--- src/rtl/dispatch_scheduler_pkg.sv ---
// Shared definitions for the dual-issue dispatch controller: decoded-entry
// field layout, instruction class codes and serializing FSM states.
package dispatch_scheduler_pkg;

  localparam int DECODE_DATA_WIDTH = 32;

  localparam int F_VALID  = 0;
  localparam int F_RD     = 1;
  localparam int F_RJ     = 6;
  localparam int F_RK     = 11;
  localparam int F_RD_WEN = 16;
  localparam int F_CLASS  = 17;

  localparam int REG_W   = 5;
  localparam int CLASS_W = 3;

  typedef enum logic [CLASS_W-1:0] {
    CLS_ALU    = 3'd0,
    CLS_MEM    = 3'd1,
    CLS_MULDIV = 3'd2,
    CLS_BR     = 3'd3,
    CLS_SERIAL = 3'd4
  } class_e;

  typedef enum logic [1:0] {
    ST_IDLE      = 2'd0,
    ST_DRAIN     = 2'd1,
    ST_ISSUE_SER = 2'd2,
    ST_WAIT_DONE = 2'd3
  } state_e;

endpackage

--- src/rtl/dispatch_scheduler_pair_check.sv ---
// Decides whether the head+1 entry may issue alongside the head entry:
// blocks on a RAW hazard against slot 0's destination and on shared units.
module dispatch_pair_check
  import dispatch_scheduler_pkg::*;
(
  input  logic [REG_W-1:0] i_rd0,
  input  logic             i_rd_wen0,
  input  class_e           i_class0,
  input  logic [REG_W-1:0] i_rj1,
  input  logic [REG_W-1:0] i_rk1,
  input  class_e           i_class1,
  output logic             o_pair_ok
);

  logic w_raw;
  logic w_both_mem;
  logic w_both_muldiv;

  // r0 is hardwired zero, so writing it never creates a dependency
  assign w_raw = i_rd_wen0 && (i_rd0 != '0) && ((i_rd0 == i_rj1) || (i_rd0 == i_rk1));
  assign w_both_mem    = (i_class0 == CLS_MEM)    && (i_class1 == CLS_MEM);
  assign w_both_muldiv = (i_class0 == CLS_MULDIV) && (i_class1 == CLS_MULDIV);

  assign o_pair_ok = !(w_raw || w_both_mem || w_both_muldiv);

endmodule

--- src/rtl/dispatch_scheduler.sv ---
// Dual-issue dispatch controller: picks 0-2 FIFO head entries per cycle,
// loads them into a registered issue stage and serializes CSR-class entries.
module dispatch_scheduler
  import dispatch_scheduler_pkg::*;
#(
  parameter int DATA_W = DECODE_DATA_WIDTH,
  parameter int CNT_W  = 32
) (
  input  logic              clk,
  input  logic              rst,
  input  logic              flush,
  input  logic [DATA_W-1:0] fifo_data1,
  input  logic [DATA_W-1:0] fifo_data2,
  output logic [1:0]        invalid_en,
  input  logic              issue_ready,
  input  logic              backend_empty,
  input  logic              serial_done,
  output logic [1:0]        issue_valid,
  output logic [DATA_W-1:0] issue_data1,
  output logic [DATA_W-1:0] issue_data2,
  output logic              serial_busy,
  output logic [CNT_W-1:0]  perf_issue_cnt,
  output logic [CNT_W-1:0]  perf_stall_cnt,
  output state_e            dbg_state
);

  // Handshake: the issue register is consumed on a clock edge where
  // issue_valid[0] && issue_ready; it may be reloaded on that same edge.

  state_e            r_state;
  state_e            w_state_nxt;
  logic [1:0]        r_issue_valid;
  logic [DATA_W-1:0] r_issue_data1;
  logic [DATA_W-1:0] r_issue_data2;
  logic [CNT_W-1:0]  r_issue_cnt;
  logic [CNT_W-1:0]  r_stall_cnt;

  logic   w_v0, w_v1;
  class_e w_class0, w_class1;
  logic   w_ser0, w_ser1;
  logic   w_can_load;
  logic   w_permit0;
  logic   w_pair_state;
  logic   w_pair_ok;
  logic   w_t0, w_t1;

  assign w_v0     = fifo_data1[F_VALID];
  assign w_v1     = fifo_data2[F_VALID];
  assign w_class0 = class_e'(fifo_data1[F_CLASS +: CLASS_W]);
  assign w_class1 = class_e'(fifo_data2[F_CLASS +: CLASS_W]);
  assign w_ser0   = (w_class0 == CLS_SERIAL);
  assign w_ser1   = (w_class1 == CLS_SERIAL);

  assign w_can_load = !r_issue_valid[0] || issue_ready;

  dispatch_pair_check u_pair_check (
    .i_rd0     (fifo_data1[F_RD +: REG_W]),
    .i_rd_wen0 (fifo_data1[F_RD_WEN]),
    .i_class0  (w_class0),
    .i_rj1     (fifo_data2[F_RJ +: REG_W]),
    .i_rk1     (fifo_data2[F_RK +: REG_W]),
    .i_class1  (w_class1),
    .o_pair_ok (w_pair_ok)
  );

  always_ff @(posedge clk or negedge rst) begin
    if (!rst) r_state <= ST_IDLE;
    else      r_state <= w_state_nxt;
  end

  always_comb begin
    w_state_nxt = r_state;
    if (flush) begin
      w_state_nxt = ST_IDLE;
    end else begin
      case (r_state)
        ST_IDLE:      if (w_v0 && w_ser0) w_state_nxt = ST_DRAIN;
        ST_DRAIN:     if (backend_empty && !r_issue_valid[0]) w_state_nxt = ST_ISSUE_SER;
        ST_ISSUE_SER: if (w_t0) w_state_nxt = ST_WAIT_DONE;
        ST_WAIT_DONE: if (serial_done) w_state_nxt = ST_IDLE;
        default:      w_state_nxt = ST_IDLE;
      endcase
    end
  end

  always_comb begin
    w_permit0    = 1'b0;
    w_pair_state = 1'b0;
    case (r_state)
      ST_IDLE: begin
        w_permit0    = !w_ser0;
        w_pair_state = 1'b1;
      end
      ST_ISSUE_SER: w_permit0 = w_ser0;
      default: ;
    endcase
  end

  // Gating with rst keeps the dequeue vector quiet while reset is held
  assign w_t0 = rst && w_v0 && w_can_load && !flush && w_permit0;
  assign w_t1 = w_t0 && w_v1 && w_pair_state && !w_ser1 && w_pair_ok;

  always_ff @(posedge clk or negedge rst) begin
    if (!rst) begin
      r_issue_valid <= '0;
      r_issue_data1 <= '0;
      r_issue_data2 <= '0;
    end else if (flush) begin
      r_issue_valid <= '0;
    end else if (w_can_load) begin
      r_issue_valid <= {w_t1, w_t0};
      if (w_t0) r_issue_data1 <= fifo_data1;
      if (w_t1) r_issue_data2 <= fifo_data2;
    end
  end

  always_ff @(posedge clk or negedge rst) begin
    if (!rst) begin
      r_issue_cnt <= '0;
      r_stall_cnt <= '0;
    end else begin
      r_issue_cnt <= r_issue_cnt + CNT_W'(w_t0) + CNT_W'(w_t1);
      if (w_v0 && !flush && !w_t0) r_stall_cnt <= r_stall_cnt + 1'b1;
    end
  end

  assign invalid_en     = {w_t1, w_t0};
  assign issue_valid    = r_issue_valid;
  assign issue_data1    = r_issue_data1;
  assign issue_data2    = r_issue_data2;
  assign serial_busy    = (r_state != ST_IDLE);
  assign perf_issue_cnt = r_issue_cnt;
  assign perf_stall_cnt = r_stall_cnt;
  assign dbg_state      = r_state;

endmodule

--- config.mk ---
export PLATFORM = sky130hd
export DESIGN_NAME = dispatch_scheduler
export DESIGN_NICKNAME = d
export VERILOG_FILES = /design/src/rtl/dispatch_scheduler_pkg.sv /design/src/rtl/dispatch_scheduler_pair_check.sv /design/src/rtl/dispatch_scheduler.sv
export SDC_FILE = /design/constraint.sdc
export NUM_CORES = 1
export LEC_CHECK = 0
export ABC_AREA = 1
export CAP_MARGIN = 10
export CORE_ASPECT_RATIO = 1.4
export CORE_MARGIN = 5
export CORE_UTILIZATION = 42
export DETAILED_ROUTE_END_ITERATION = 6
export HOLD_SLACK_MARGIN = 0.06
export PLACE_DENSITY = 0.76
export REMOVE_ABC_BUFFERS = 1
export SETUP_SLACK_MARGIN = 0.4
export SLEW_MARGIN = 10
export SYNTH_ARGS = -nofsm -noshare
export SYNTH_HDL_FRONTEND = slang
export SYNTH_HIERARCHICAL = 1
export SYNTH_SLANG_ARGS = --single-unit
--- constraint.sdc ---
create_clock -name clk -period 2.7 [get_ports clk]
set_input_delay 0.675 -clock clk [delete_from_list [all_inputs] [get_ports clk]]
set_output_delay 0.675 -clock clk [all_outputs]
set_load 0.01 [all_outputs]
## Yosys cells after proc, flatten, opt, wreduce, memory -nomap -nowiden

Cells that the tools add are included.

- Bits in registers: 132
- Latch bits: 0
- RAM bits: 0
- Memory bits (read-only): 0
- Word-level logic and storage cells: 68
- Memories kept: 0

- Add/sub/neg operators: 3
- $mul: 0
- Divide/modulo/power cells: 0
- Magnitude comparators: 0
- Eq/ne operators: 15
- Shift-type cells: 0
- Muxes and demuxes: 10
- Bitwise gates (word level): 1
- Reductions and logical operators: 33

Operators with widths:

| kind | number |
|---|---|
| $add A32 B1 Y32 | 2 |
| $add A32 B1 Y32 const B | 1 |
| $logic_and A1 B1 Y1 | 16 |
| $mux W2 | 7 |
| $ne A3 B3 Y1 const B | 4 |
| $eq A5 B5 Y1 | 2 |
| $pmux W2 S4 | 1 |
| $eq A3 B1 Y1 const B | 2 |
| $eq A3 B2 Y1 const B | 2 |
| $eq A3 B3 Y1 const B | 2 |
| $logic_not A1 Y1 | 6 |
| $reduce_and A3 Y1 | 2 |
| $reduce_bool A5 Y1 | 1 |
| $eq A2 B2 Y1 const B | 2 |
| $logic_or A1 B1 Y1 | 4 |
| $reduce_and A4 Y1 | 1 |
| $reduce_bool A2 Y1 | 2 |
| $eq A2 B1 Y1 const B | 1 |
| $logic_not A2 Y1 | 1 |
| $pmux W1 S2 | 1 |
| $mux W1 | 1 |
| $not A1 Y1 | 1 |

## Depth between registers and ports, before layout

Gate-level depths: netlist of the first run.

- Depth in word-level cells: 11
- Mapped depth: 25
- Mapped depth without buffers: 25

## By module

Netlist of the first run, hierarchy kept.

Modules (own cells, without submodules):

| module | times used | cells each | area an instance (µm²) |
|---|---|---|---|
| dispatch_scheduler | 1 | 737 | 6239.7 |
| dispatch_pair_check | 1 | 56 | 235.2 |

## Worst setup path after synthesis of the first run

Ideal clock, no wire load.

- Path type: input to register
- From: input port fifo_data1[3]
- To: register r_issue_cnt[28], in the netlist perf_issue_cnt[28]
- Library setup time: 0.126 ns
- Arrival time: 3.179 ns
- Required time: 2.574 ns
- Setup slack: -0.605 ns
- Stages: 22
- Cell sequence: inv_1 > nand4_1 > o21ai_1 > inv_1 > a21oi_2 > nand3_1 > a31oi_1 > nand2_2 > xor2_1 > inv_1 > ha_1 > inv_1 > nand2_4 > ha_1 > nand2_1 > nor2_2 > nand2_2 > nor2_4 > nand2_4 > nor3_2 > nand3_1 > xnor2_1

- Cells in the longest elaborated chain, start to end: 8
- Elaborated cells between the ends (all ways): 11
- Those cells by class: add/sub (1); eq/ne (2); reduce/logical (8)

Ends and longest elaborated chain:

| element | RTL line | RTL |
|---|---|---|
| start, declared | dispatch_scheduler.sv:12 | `input logic [DATA_W-1:0] fifo_data1,` |
| $eq A5 B5 Y1 or $reduce_bool A5 Y1 (tied branches) | dispatch_scheduler_pair_check.sv:20 | `assign w_raw = i_rd_wen0 && (i_rd0 != '0) && ((i_rd0 == i_rj1) \|\| (i_rd0 == i_rk1));` |
| $logic_or A1 B1 Y1 or $logic_and A1 B1 Y1 (tied branches) | dispatch_scheduler_pair_check.sv:20 |  |
| $logic_and A1 B1 Y1 * | dispatch_scheduler_pair_check.sv:20 |  |
| $logic_or A1 B1 Y1 * (2 in a row) | dispatch_scheduler_pair_check.sv:24 | `assign o_pair_ok = !(w_raw \|\| w_both_mem \|\| w_both_muldiv);` |
| $logic_not A1 Y1 * | dispatch_scheduler_pair_check.sv:24 |  |
| via w_pair_ok | dispatch_scheduler.sv:44 | `logic w_pair_ok;` |
| $logic_and A1 B1 Y1 * | dispatch_scheduler.sv:101 | `assign w_t1 = w_t0 && w_v1 && w_pair_state && !w_ser1 && w_pair_ok;` |
| $add A32 B1 Y32 * | dispatch_scheduler.sv:122 | `r_issue_cnt <= r_issue_cnt + CNT_W'(w_t0) + CNT_W'(w_t1);` |
| end signal, assigned | dispatch_scheduler.sv:122 |  |
| end, declared | dispatch_scheduler.sv:35 | `logic [CNT_W-1:0] r_issue_cnt;` |

The timed path passes the listed nets; every way through them passes the cells marked *.
A chain may end at the register's enable or synchronous reset.

## Final worst setup path of the first run

- From: input port fifo_data1[1]
- To: register r_issue_cnt[30], in the netlist perf_issue_cnt[30]

The elaborated chain is that of the path after synthesis.

==> results of run 1 <==
[stage by stage]
stage | instance area (um2) | setup TNS (ns) | power (mW) | hold WS [ns]
4_1_cts | 10050 | -1.113 | 8.045 | 0.4374
5_1_grt | 10350 | -5.191 | 8.509 | 0.4729
3_3_place_gp | 9029 | -35.59 | 5.375 | 0.4534
3_5_place_dp | 9029 | -41.29 | 5.440 | 0.4541
2_1_floorplan | 6362 | -9.753 | 3.802 | 0.3794
6_report | 10350 | -0.9536 | 8.086 | 0.4283
[power by group]
part	leakage (nW)	internal [mW]	switching, mW
sequential	1.69	2.52	0.385
clock	0.303	1.48	0.964
combinational	3.11	1.50	1.24
[area by class of cell]
class | count | area (um2) | share of cell area, %
Sequential cell | 132 | 3303 | 31.91
Multi-Input combinational cell | 565 | 3069 | 29.65
Timing Repair Buffer | 294 | 2795 | 27.00
Clock buffer | 17 | 425.4 | 4.110
Inverter | 76 | 322.8 | 3.119
Tap cell | 192 | 240.2 | 2.321
Clock inverter | 15 | 195.2 | 1.886
[kinds of logic (layout without fill, tap and decap cells)]
group | after synthesis | count (layout) | synth area share [%]
XOR/XNOR | 57 | 57 | 7.710
adder cells (fa/ha/maj) | 8 | 8 | 1.546
AND/OR/NAND/NOR | 473 | 473 | 31.29
flip-flops | 132 | 132 | 51.01
AO/OA/AOI/OAI | 27 | 27 | 2.300
buffers and inverters | 96 | 402 | 6.145
[Yosys cell counts]
cell / n / area share (%)
o21ai_0: 8 / 0.62
nand4_1: 16 / 1.5
nor3_2: 4 / 0.62
o21ai_1: 8 / 0.62
dfrtp_1: 132 / 51
buf_1: 3 / 0.17
nand2_1: 328 / 19
a211oi_1: 1 / 0.12
nor2_2: 3 / 0.29
nand3b_1: 1 / 0.12
nand2_2: 5 / 0.48
nor2_1: 56 / 3.2
buf_6: 3 / 0.52
xor2_1: 41 / 5.5
nand3_1: 20 / 1.5
nor2_4: 3 / 0.52
nor4_1: 2 / 0.19
buf_2: 3 / 0.23
buf_4: 3 / 0.35
xnor2_1: 16 / 2.2
nor2_8: 1 / 0.31
inv_1: 73 / 4.2
nor3_4: 1 / 0.25
nand2_4: 2 / 0.35
clkbuf_1: 8 / 0.46
a21oi_1: 4 / 0.31
or2_2: 3 / 0.29
o22ai_1: 1 / 0.097
ha_1: 8 / 1.5
nand3_2: 3 / 0.46
a31oi_1: 3 / 0.29
nand4_2: 1 / 0.19
nor3_1: 24 / 1.9
a21oi_2: 1 / 0.14
o21bai_1: 1 / 0.12
inv_2: 3 / 0.17
[cell usage in the layout, fill, tap and decap left out, types with 4 or more instances in the layout]
cell / instances
nor2_4: 7
dlygate4sd2_1: 7
clkinv_4: 4
nand4_1: 16
ha_1: 4
nand3_2: 4
xnor2_1: 11
nor2_1: 52
dfrtp_1: 132
xnor2_2: 5
o21ai_0: 7
buf_2: 13
buf_4: 66
nor3_4: 4
nand2_4: 8
o21ai_1: 9
clkbuf_16: 18
nand2_1: 321
inv_1: 58
clkdlybuf4s50_1: 174
inv_2: 9
nor3_1: 22
inv_4: 7
buf_8: 4
nand3_4: 4
buf_6: 25
inv_6: 4
xor2_1: 40
nand3_1: 15
nand2_2: 5
[flip-flops by register name, indices dropped and copies added (netlist names)]
| signal | cells |
|---|---|
| issue_data1 | 32 |
| issue_data2 | 32 |
| perf_issue_cnt | 32 |
| perf_stall_cnt | 32 |
| dbg_state | 2 |
| issue_valid | 2 |
[worst max path at each step]
| stage | from | endpoint | slack [ns] | cells past startpoint |
|---|---|---|---|---|
| global route | fifo_data2[8] | perf_issue_cnt[30] | -0.37 | 26 |
| CTS | fifo_data1[4] | perf_issue_cnt[30] | -0.19 | 24 |
| floorplan | fifo_data1[3] | perf_issue_cnt[28] | -0.89 | 22 |
| global placement | fifo_data1[3] | perf_issue_cnt[28] | -1.03 | 23 |
| detailed placement | fifo_data1[3] | perf_issue_cnt[30] | -1.13 | 24 |
| finish | fifo_data1[1] | perf_issue_cnt[30] | -0.15 | 24 |
[metal layers]
layer / wire length (um) / GRT usage [%] / part of all wire, % / up-vias
met2: 10990 / 40.23 / 54 / 165
met4: 575 / 9.452 / 2.8 / 0
met3: 991 / 4.115 / 4.9 / 43
li1: - / - / - / 3048
met5: 0 / 0 / 0 / -
met1: 7786 / 24.99 / 38 / 2933
[timing repair]
item	in CTS	in global routing
resized for setup	172	49
setup buffers	27	11
hold buffers	0	0
pin swaps	33	15
endpoints found under the setup margin	133	56
gates cloned	0	1
[critical path, stage by stage]
cell and delay, ns:
buf_8 0.10, inv_4 0.05, nand4_1 0.11, o21ai_1 0.14, inv_1 0.06, a21oi_2 0.15
nand3_2 0.11, a31oi_4 0.17, nand2_2 0.08, xor2_1 0.15, inv_1 0.07, ha_2 0.17
inv_2 0.05, nand2_4 0.06, ha_4 0.14, nand2_4 0.05, nor2_4 0.09, nand2_2 0.08
nor2_4 0.11, nand2_4 0.09, nor2_4 0.12, nand4_4 0.10, nor2_2 0.11, xor2_1 0.14
==> results.cfg, run 1 <==
[outcome]
outcome = complete, but fails checks
failed_checks = setup timing

[hold_path]
hp-class = in2async

[logic_synthesis]
synthesis.area_um2 = 6475
ys_ff_latch = 132
syn_inst = 793
yosys_warnings = 6
synth.distinct_cells = 36
synth_seq_area_share_pct = 51.01
syn_area_per_cell_um2 = 8.165

[sta]
fin_skew_ns = 0.01108
period_share_pct = 105.4
period_needed_ns = 2.846
rsz0062_at_grt = yes
hold_viol_final = 0
drv_slew = 0
fmax_mhz = 351.4
relSlewSlack_pct = 33.29
worst_pin_slew_ns = 1.001
layout_setup_ws_ns = -0.1461
setup_viol = 13

[routing]
vias = 6189
wl_per_cell_um = 15.76
wl_um = 20340
drt_iter0_markers = 292
postRouteAntennaNets = 0
avgViaCountPerCell = 4.794
drc = 0
dr.pass1.iters = 5

[setup_path]
critPathLaunchType = input pin
ff2ff_setup_slack_ns = 0.07
cp.arrival_ns = 3.19
r2r_cells = 22
r2r_end = perf_issue_cnt[30]
critPathKind = in2reg
r2r-start = dbg_state[0]
cp-end-kind = register
crit_fanout = 4
cp.required_ns = 3.04

[power_and_ir_drop]
irDropWorstVdd_mv = 0.4829
leakagePower_nw = 5.102
p_per_area_nw_per_um2 = 781.2

[clock_network]
cts_inserted_buffers = 17
cts.htree.levels = 4
cts.path.max_buffers = 2
cts_sinks = 132
clk_pin_slew_ns = 0.06
cts_tree = built
root_buffer = clkbuf_16
clkLatencyLatePin_ns = 0.42

[cells_and_area]
drive_gt1_share_pct = 19.93
fill_cells = 1166
syn_to_final_growth_pct = 59.87
nets = 1164
layoutNonFillerInstCount = 1291
fin_util_pct = 68.76
num_antenna_cells = 0

[die]
dieWidth_um = 114.9
rows = 53
core_area_um2 = 15050
io_pins = 205
start_util_pct = 43.01
die-area_um2 = 18030
die_h_um = 156.9

[global_routing]
grt_pass1_vias = 6222
grt_max_degree = 76
overflow = 0
track_usage_pct = 22.10
grt_pass1_wl_um = 31350
antenna_found_initial = 0

[placed_design]
pre_cts_slack_ns = -1.130
numPortBuffers = 204
dp_hpwl_um = 13950
place_congestion = 0.9109
dp_cells = 1220

[job]
max_cap_viol_count = 0
(Power assumes the default switching activity.)
==> inputs of run 2 (changes only) <==
--- a/config.mk
+++ b/config.mk
@@ -8,7 +8,6 @@
 export ABC_AREA = 1
 export CAP_MARGIN = 10
 export CORE_ASPECT_RATIO = 1.4
-export CORE_MARGIN = 5
 export CORE_UTILIZATION = 42
 export DETAILED_ROUTE_END_ITERATION = 6
 export HOLD_SLACK_MARGIN = 0.06
==> run 2 against run 1 <==
The flow still finishes with violations (setup timing). Core utilization fell by 1.9 points. Flip-flop and latch count stayed put. Combinational power down 5%. Clock power decreased by 9.4%. Sequential power barely moved. Global-route usage grew 1.6 points. Total power is 4.9% lower. Clock skew rose by 0.0019 ns. Critical path type unchanged. Setup slack improved by 0.029 ns. Largest cell class unchanged.
==> results.cfg, run 2 (synthesized netlist as in run 1, its figures left out) <==
[outcome]
outcome = complete, but fails checks
failed_checks = setup timing

[clock_network]
cts_sinks = 132
clkLatencyLatePin_ns = 0.42
cts_inserted_buffers = 17
hold_buffers = 0
cts.path.max_buffers = 2
root_buffer = clkbuf_16
cts_tree = built
clk_pin_slew_ns = 0.06
cts.htree.levels = 4

[sta]
fmax_mhz = 354.9
period_share_pct = 104.3
worst_pin_slew_ns = 0.8986
hold_viol_final = 0
rsz0062_at_grt = yes
relSlewSlack_pct = 40.09
drv_slew = 0
layout_setup_ws_ns = -0.1174
fin_skew_ns = 0.01296
fin_setup_tns_ns = -0.7984
setup_viol = 10
period_needed_ns = 2.817

[setup_path]
cp-end-kind = register
r2r-start = dbg_state[0]
cp.arrival_ns = 3.15
critPathLaunchType = input pin
ff2ff_setup_slack_ns = 0.05
r2r_end = perf_issue_cnt[18]
cp.required_ns = 3.04
r2r_cells = 20
critPathKind = in2reg
crit_path_end = perf_issue_cnt[18]
crit_fanout = 4
crit_start = fifo_data2[8]

[global_routing]
overflow = 0
track_usage_pct = 23.72
grt_pass1_vias = 6001
grt_pass1_wl_um = 29190
antenna_found_initial = 1
grt_max_degree = 71

[cells_and_area]
finish.instance_area_um2 = 10070
syn_to_final_growth_pct = 55.50
nets = 1141
drive_gt1_share_pct = 17.84
final_cell_mix = nand2_1, clkdlybuf4s50_1, dfrtp_1, inv_1, nor2_1
mostFrequentLayoutCell = nand2_1

[hold_path]
hp-class = in2async

[power_and_ir_drop]
irDropWorstVdd_mv = 0.5026
leakagePower_nw = 4.918
p_per_area_nw_per_um2 = 764.0

[die]
die-area_um2 = 15920
io_pins = 205
rows = 53
start_util_pct = 43.01
core_area_um2 = 15050
die_h_um = 148.9
dieWidth_um = 106.9

[placed_design]
place_congestion = 0.8813
pre_cts_slack_ns = -1.177
place_area_um2 = 8991
numPortBuffers = 204
dp_hpwl_um = 13100

[routing]
drt_iter0_markers = 240
wl_per_cell_um = 14.57
avgViaCountPerCell = 4.796
drc = 0
vias = 6086
dr.pass1.iters = 4
wl_um = 18500
postRouteAntennaNets = 0

[job]
max_cap_viol_count = 0
[run 2: cell types whose count changed in the layout (fill, tap and decap cells not counted), moves of 3 or more]
cell     previous run  this run
xnor2_2             5         2
buf_4              66        50
nand2_2             5        10
xnor2_1            11        14
buf_2              13         5
nand2_1           321       318
inv_8               3         0
buf_6              25        21
inv_2               9        13
[run 2: critical path, stage by stage]
cell and delay (ns):
buf_2 0.12, inv_2 0.04, nand2_1 0.05, nand2_1 0.06, nor2_1 0.04, nand3_1 0.07, nand2_1 0.07, a21oi_2 0.12
nand3_1 0.09, a31oi_2 0.21, nand2_2 0.09, xor2_1 0.14, inv_1 0.06, ha_2 0.16, inv_2 0.05, nand2_4 0.06
ha_4 0.14, nand2_4 0.05, nor2_4 0.11, nand2_4 0.07, nor2_4 0.11, nand2_4 0.09, nor2_4 0.12, buf_4 0.12
buf_4 0.09, xor2_1 0.14
[run 2: report_power, final]
| part | internal (mW) | leakage [nW] | total [mW] | switching [mW] |
|---|---|---|---|---|
| sequential | 2.52 | 1.69 | 2.89 | 0.375 |
| combinational | 1.44 | 2.95 | 2.59 | 1.15 |
| clock | 1.30 | 0.273 | 2.21 | 0.910 |
[run 2: per-layer routing]
metal / up-vias / global-route usage [%] / routed length, um
met1: 2831 / 26.34 / 7091
li1: 3006 / - / -
met3: 62 / 4.718 / 816
met2: 187 / 41.52 / 9705
met4: 0 / 14.38 / 881
met5: - / 0 / 0
[run 2: worst min-delay path by stage]
stage | cells after the start | to | slack [ns]
final | 2 | issue_data1[24] | 0.47
after floorplan | 0 | dbg_state[0] | 0.38
after global routing | 3 | issue_data2[11] | 0.47
after detailed placement | 2 | issue_data1[2] | 0.46
after CTS | 3 | issue_data2[9] | 0.45
after global placement | 1 | issue_data1[0] | 0.45
[run 2: per-stage QoR]
step	utilization, %	hold slack, ns	cells	power [mW]
4_1_cts	65.38	0.4530	1259	7.698
5_1_grt	66.89	0.4735	1269	8.117
2_1_floorplan	-	0.3794	773	3.802
3_3_place_gp	59.73	0.4513	1215	5.338
6_report	66.89	0.4684	1269	7.692
3_5_place_dp	59.73	0.4582	1215	5.388
[run 2: repair_timing]
item | CTS | global route
endpoints found under the setup margin | 130 | 59
endpoints found under the hold margin | 0 | 0
gates cloned | 1 | 1
resized for setup | 158 | 41
setup buffers | 11 | 8
pin swaps | 30 | 19
[run 2: area by class of cell]
type | instances | area [um2]
multi-input combinational | 565 | 3000
antenna | 1 | 2.502
inverter | 76 | 302.8
clock inverter | 14 | 128.9
sequential | 132 | 3303
fill | 1210 | 4985
tap | 192 | 240.2
clock buffer | 18 | 439.2
timing repair buffer | 271 | 2651
==> inputs of run 3 (changes only) <==
--- a/config.mk
+++ b/config.mk
@@ -14,6 +14,7 @@
 export PLACE_DENSITY = 0.76
 export REMOVE_ABC_BUFFERS = 1
 export SETUP_SLACK_MARGIN = 0.4
+export SKIP_LAST_GASP = 1
 export SLEW_MARGIN = 10
 export SYNTH_ARGS = -nofsm -noshare
 export SYNTH_HDL_FRONTEND = slang
==> constraint.sdc (replaced) <==
create_clock -name clk -period 2.4 [get_ports clk]
set_input_delay 0.6 -clock clk [delete_from_list [all_inputs] [get_ports clk]]
set_output_delay 0.6 -clock clk [all_outputs]
set_load 0.01 [all_outputs]
==> run 3 against run 2 <==
The flow still finishes with violations (setup timing). Sequential power up 12%. Die area did not move. Core utilization up 3.9 points. First-iteration DRC count grew 4.6%. Total power up 16%. Highest routed layer unchanged. Count of clock-buffer cells in the layout is the same. Combinational power rose by 17%. Final area is 5.9% higher. Clock power increased by 20%. Critical path depth down 3.
==> results.cfg, run 3 (synthesized netlist as in run 1, its figures left out) <==
[routing]
dr.pass1.iters = 5
wl_um = 20730
postRouteAntennaNets = 0
wl_per_cell_um = 15.74
vias = 6615
drt_iter0_markers = 251
drc = 0
avgViaCountPerCell = 5.023

[setup_path]
crit_slowest_cell = a31oi_2
cp.arrival_ns = 3.11
crit_fanout = 4
cp_top_family = simple AND/OR/NAND/NOR gates
critPathLaunchType = input pin
max_stage_delay_ns = 0.19
r2r-start = dbg_state[0]
critPathKind = in2reg
r2r_cells = 21
crit_start = fifo_data1[1]
ff2ff_setup_slack_ns = -0.29
cp.required_ns = 2.71
timing.critical_path.buf_inv = 5
path_cells = buf_8 -> inv_4 -> nand4_1 -> o21ai_1 -> inv_1 -> a21oi_2 -> nand3_1 -> a31oi_2 -> nand2_2 -> xor2_1 -> inv_1 -> ha_2 -> inv_2 -> nand2_4 -> ha_4 -> nand2_4 -> nor2_4 -> nand2_4 -> nor2_4 -> nand2_4 -> nor3_4 -> nand3_1 -> xnor2_1
crit_top_cell = nand2_4
cp-end-kind = register
r2r_end = perf_issue_cnt[28]

[sta]
drv_slew = 0
worst_pin_slew_ns = 0.9292
hold_viol_final = 0
rsz0062_at_grt = yes
setup_viol = 17
period_share_pct = 116.7
fin_skew_ns = 0.01167
relSlewSlack_pct = 38.05
fin_setup_tns_ns = -4.574
period_needed_ns = 2.801
layout_setup_ws_ns = -0.4006
fmax_mhz = 357.1

[cells_and_area]
nets = 1190
fill_cells = 1117
fin_util_pct = 70.82
mostFrequentLayoutCell = nand2_1
drive_gt1_share_pct = 23.15
syn_to_final_growth_pct = 64.64
final_cell_mix = nand2_1, clkdlybuf4s50_1, dfrtp_1, buf_4, inv_1

[clock_network]
clkLatencyLatePin_ns = 0.43
clk_pin_slew_ns = 0.06
cts_inserted_buffers = 17
cts_tree = built
root_buffer = clkbuf_16
cts_sinks = 132
cts.htree.levels = 4
cts.path.max_buffers = 2

[hold_path]
holdCritStartpoint = fifo_data2[6]
min_path_cells = 3
hold_end = issue_data2[6]
hp-class = in2reg

[job]
max_cap_viol_count = 0

[global_routing]
grt_pass1_wl_um = 31520
overflow = 0
antenna_found_initial = 2
grt_pass1_vias = 6404
track_usage_pct = 25.68
grt_max_degree = 75

[die]
rows = 53
start_util_pct = 43.01
die-area_um2 = 15920
die_h_um = 148.9
io_pins = 205
core_area_um2 = 15050
dieWidth_um = 106.9

[power_and_ir_drop]
leakagePower_nw = 5.295
irDropWorstVdd_mv = 0.5510
p_per_area_nw_per_um2 = 838.5

[placed_design]
dp_hpwl_um = 13210
numPortBuffers = 204
place_congestion = 0.8844

[outcome]
failed_checks = setup timing
outcome = complete, but fails checks
run 3: cell types whose count changed in the layout (fill, tap and decap cells not counted), sizes merged:
cell,delta
buf,+45
clkinvlp,+1
clkbuf,+4
diode,+1
bufinv,+2
clkdlybuf4s15,+1
clkinv,-3
clkdlybuf4s50,-21
dlygate4sd2,+18
run 3: per-layer routing:
layer	vias up	wire length (um)	GRT usage (%)
met5	-	0	0
met4	0	1003	15.89
met3	70	1128	5.548
met2	284	10990	45.45
met1	3148	7609	27.67
li1	3113	-	-
run 3: worst reg2reg max path: stages, from the launching register on:
cell,delay [ns]
dfrtp_1,0.39
inv_2,0.12
ha_4,0.16
inv_2,0.05
nand2_2,0.08
nand2_4,0.07
nor2_8,0.12
nand2_2,0.07
xor2_1,0.15
inv_1,0.07
ha_2,0.17
inv_2,0.05
nand2_4,0.06
ha_4,0.14
nand2_4,0.05
nor2_4,0.11
nand2_4,0.07
nor2_4,0.12
nand2_4,0.09
nor3_4,0.17
nand3_1,0.13
xnor2_1,0.15
run 3: area by class of cell:
type | instances | area [um2] | area share (%)
clock inverters | 12 | 156.4 | 1.467
diodes | 2 | 5.005 | 0.04695
clock buffers | 18 | 439.2 | 4.120
repair buffers | 318 | 3093 | 29.01
repair inverters | 2 | 17.52 | 0.1643
flip-flops and latches | 132 | 3317 | 31.12
inverters | 76 | 320.3 | 3.005
multi-input cells | 565 | 3072 | 28.81
well taps | 192 | 240.2 | 2.254
run 3: what timing repair did:
action	in CTS	in global routing
setup buffers	43	17
pin swaps	41	26
hold buffers	0	0
endpoints found under the setup margin	179	207
cloned	1	8
gates resized for setup	215	55
run 3: metrics by stage:
step / cell area (um2) / worst slack [ns] / instances / power [mW] / hold slack [ns]
final: 10660 / -0.4006 / 1317 / 8.939 / 0.3884
after detailed placement: 8999 / -1.383 / 1216 / 6.067 / 0.4573
after global routing: 10660 / -0.6371 / 1317 / 9.401 / 0.3993
after global placement: 8999 / -1.239 / 1216 / 6.006 / 0.4511
after floorplan: 6362 / -1.117 / 773 / 4.278 / 0.3044
after CTS: 10220 / -0.4442 / 1290 / 8.861 / 0.3810
run 3: worst max path at each step:
stage	endpoint	slack, ns	cells after the start
after global routing	perf_issue_cnt[30]	-0.64	24
final	perf_issue_cnt[28]	-0.40	23
after detailed placement	perf_issue_cnt[28]	-1.38	23
after floorplan	perf_issue_cnt[28]	-1.12	21
after CTS	perf_issue_cnt[30]	-0.44	24
after global placement	perf_issue_cnt[30]	-1.24	24
run 3: report_power, final:
part,switching (mW),internal (mW),total (mW),leakage (nW)
combinational,1.39,1.65,3.04,3.34
sequential,0.418,2.83,3.25,1.68
clock,0.996,1.65,2.65,0.281
total,2.80,6.14,8.94,5.29
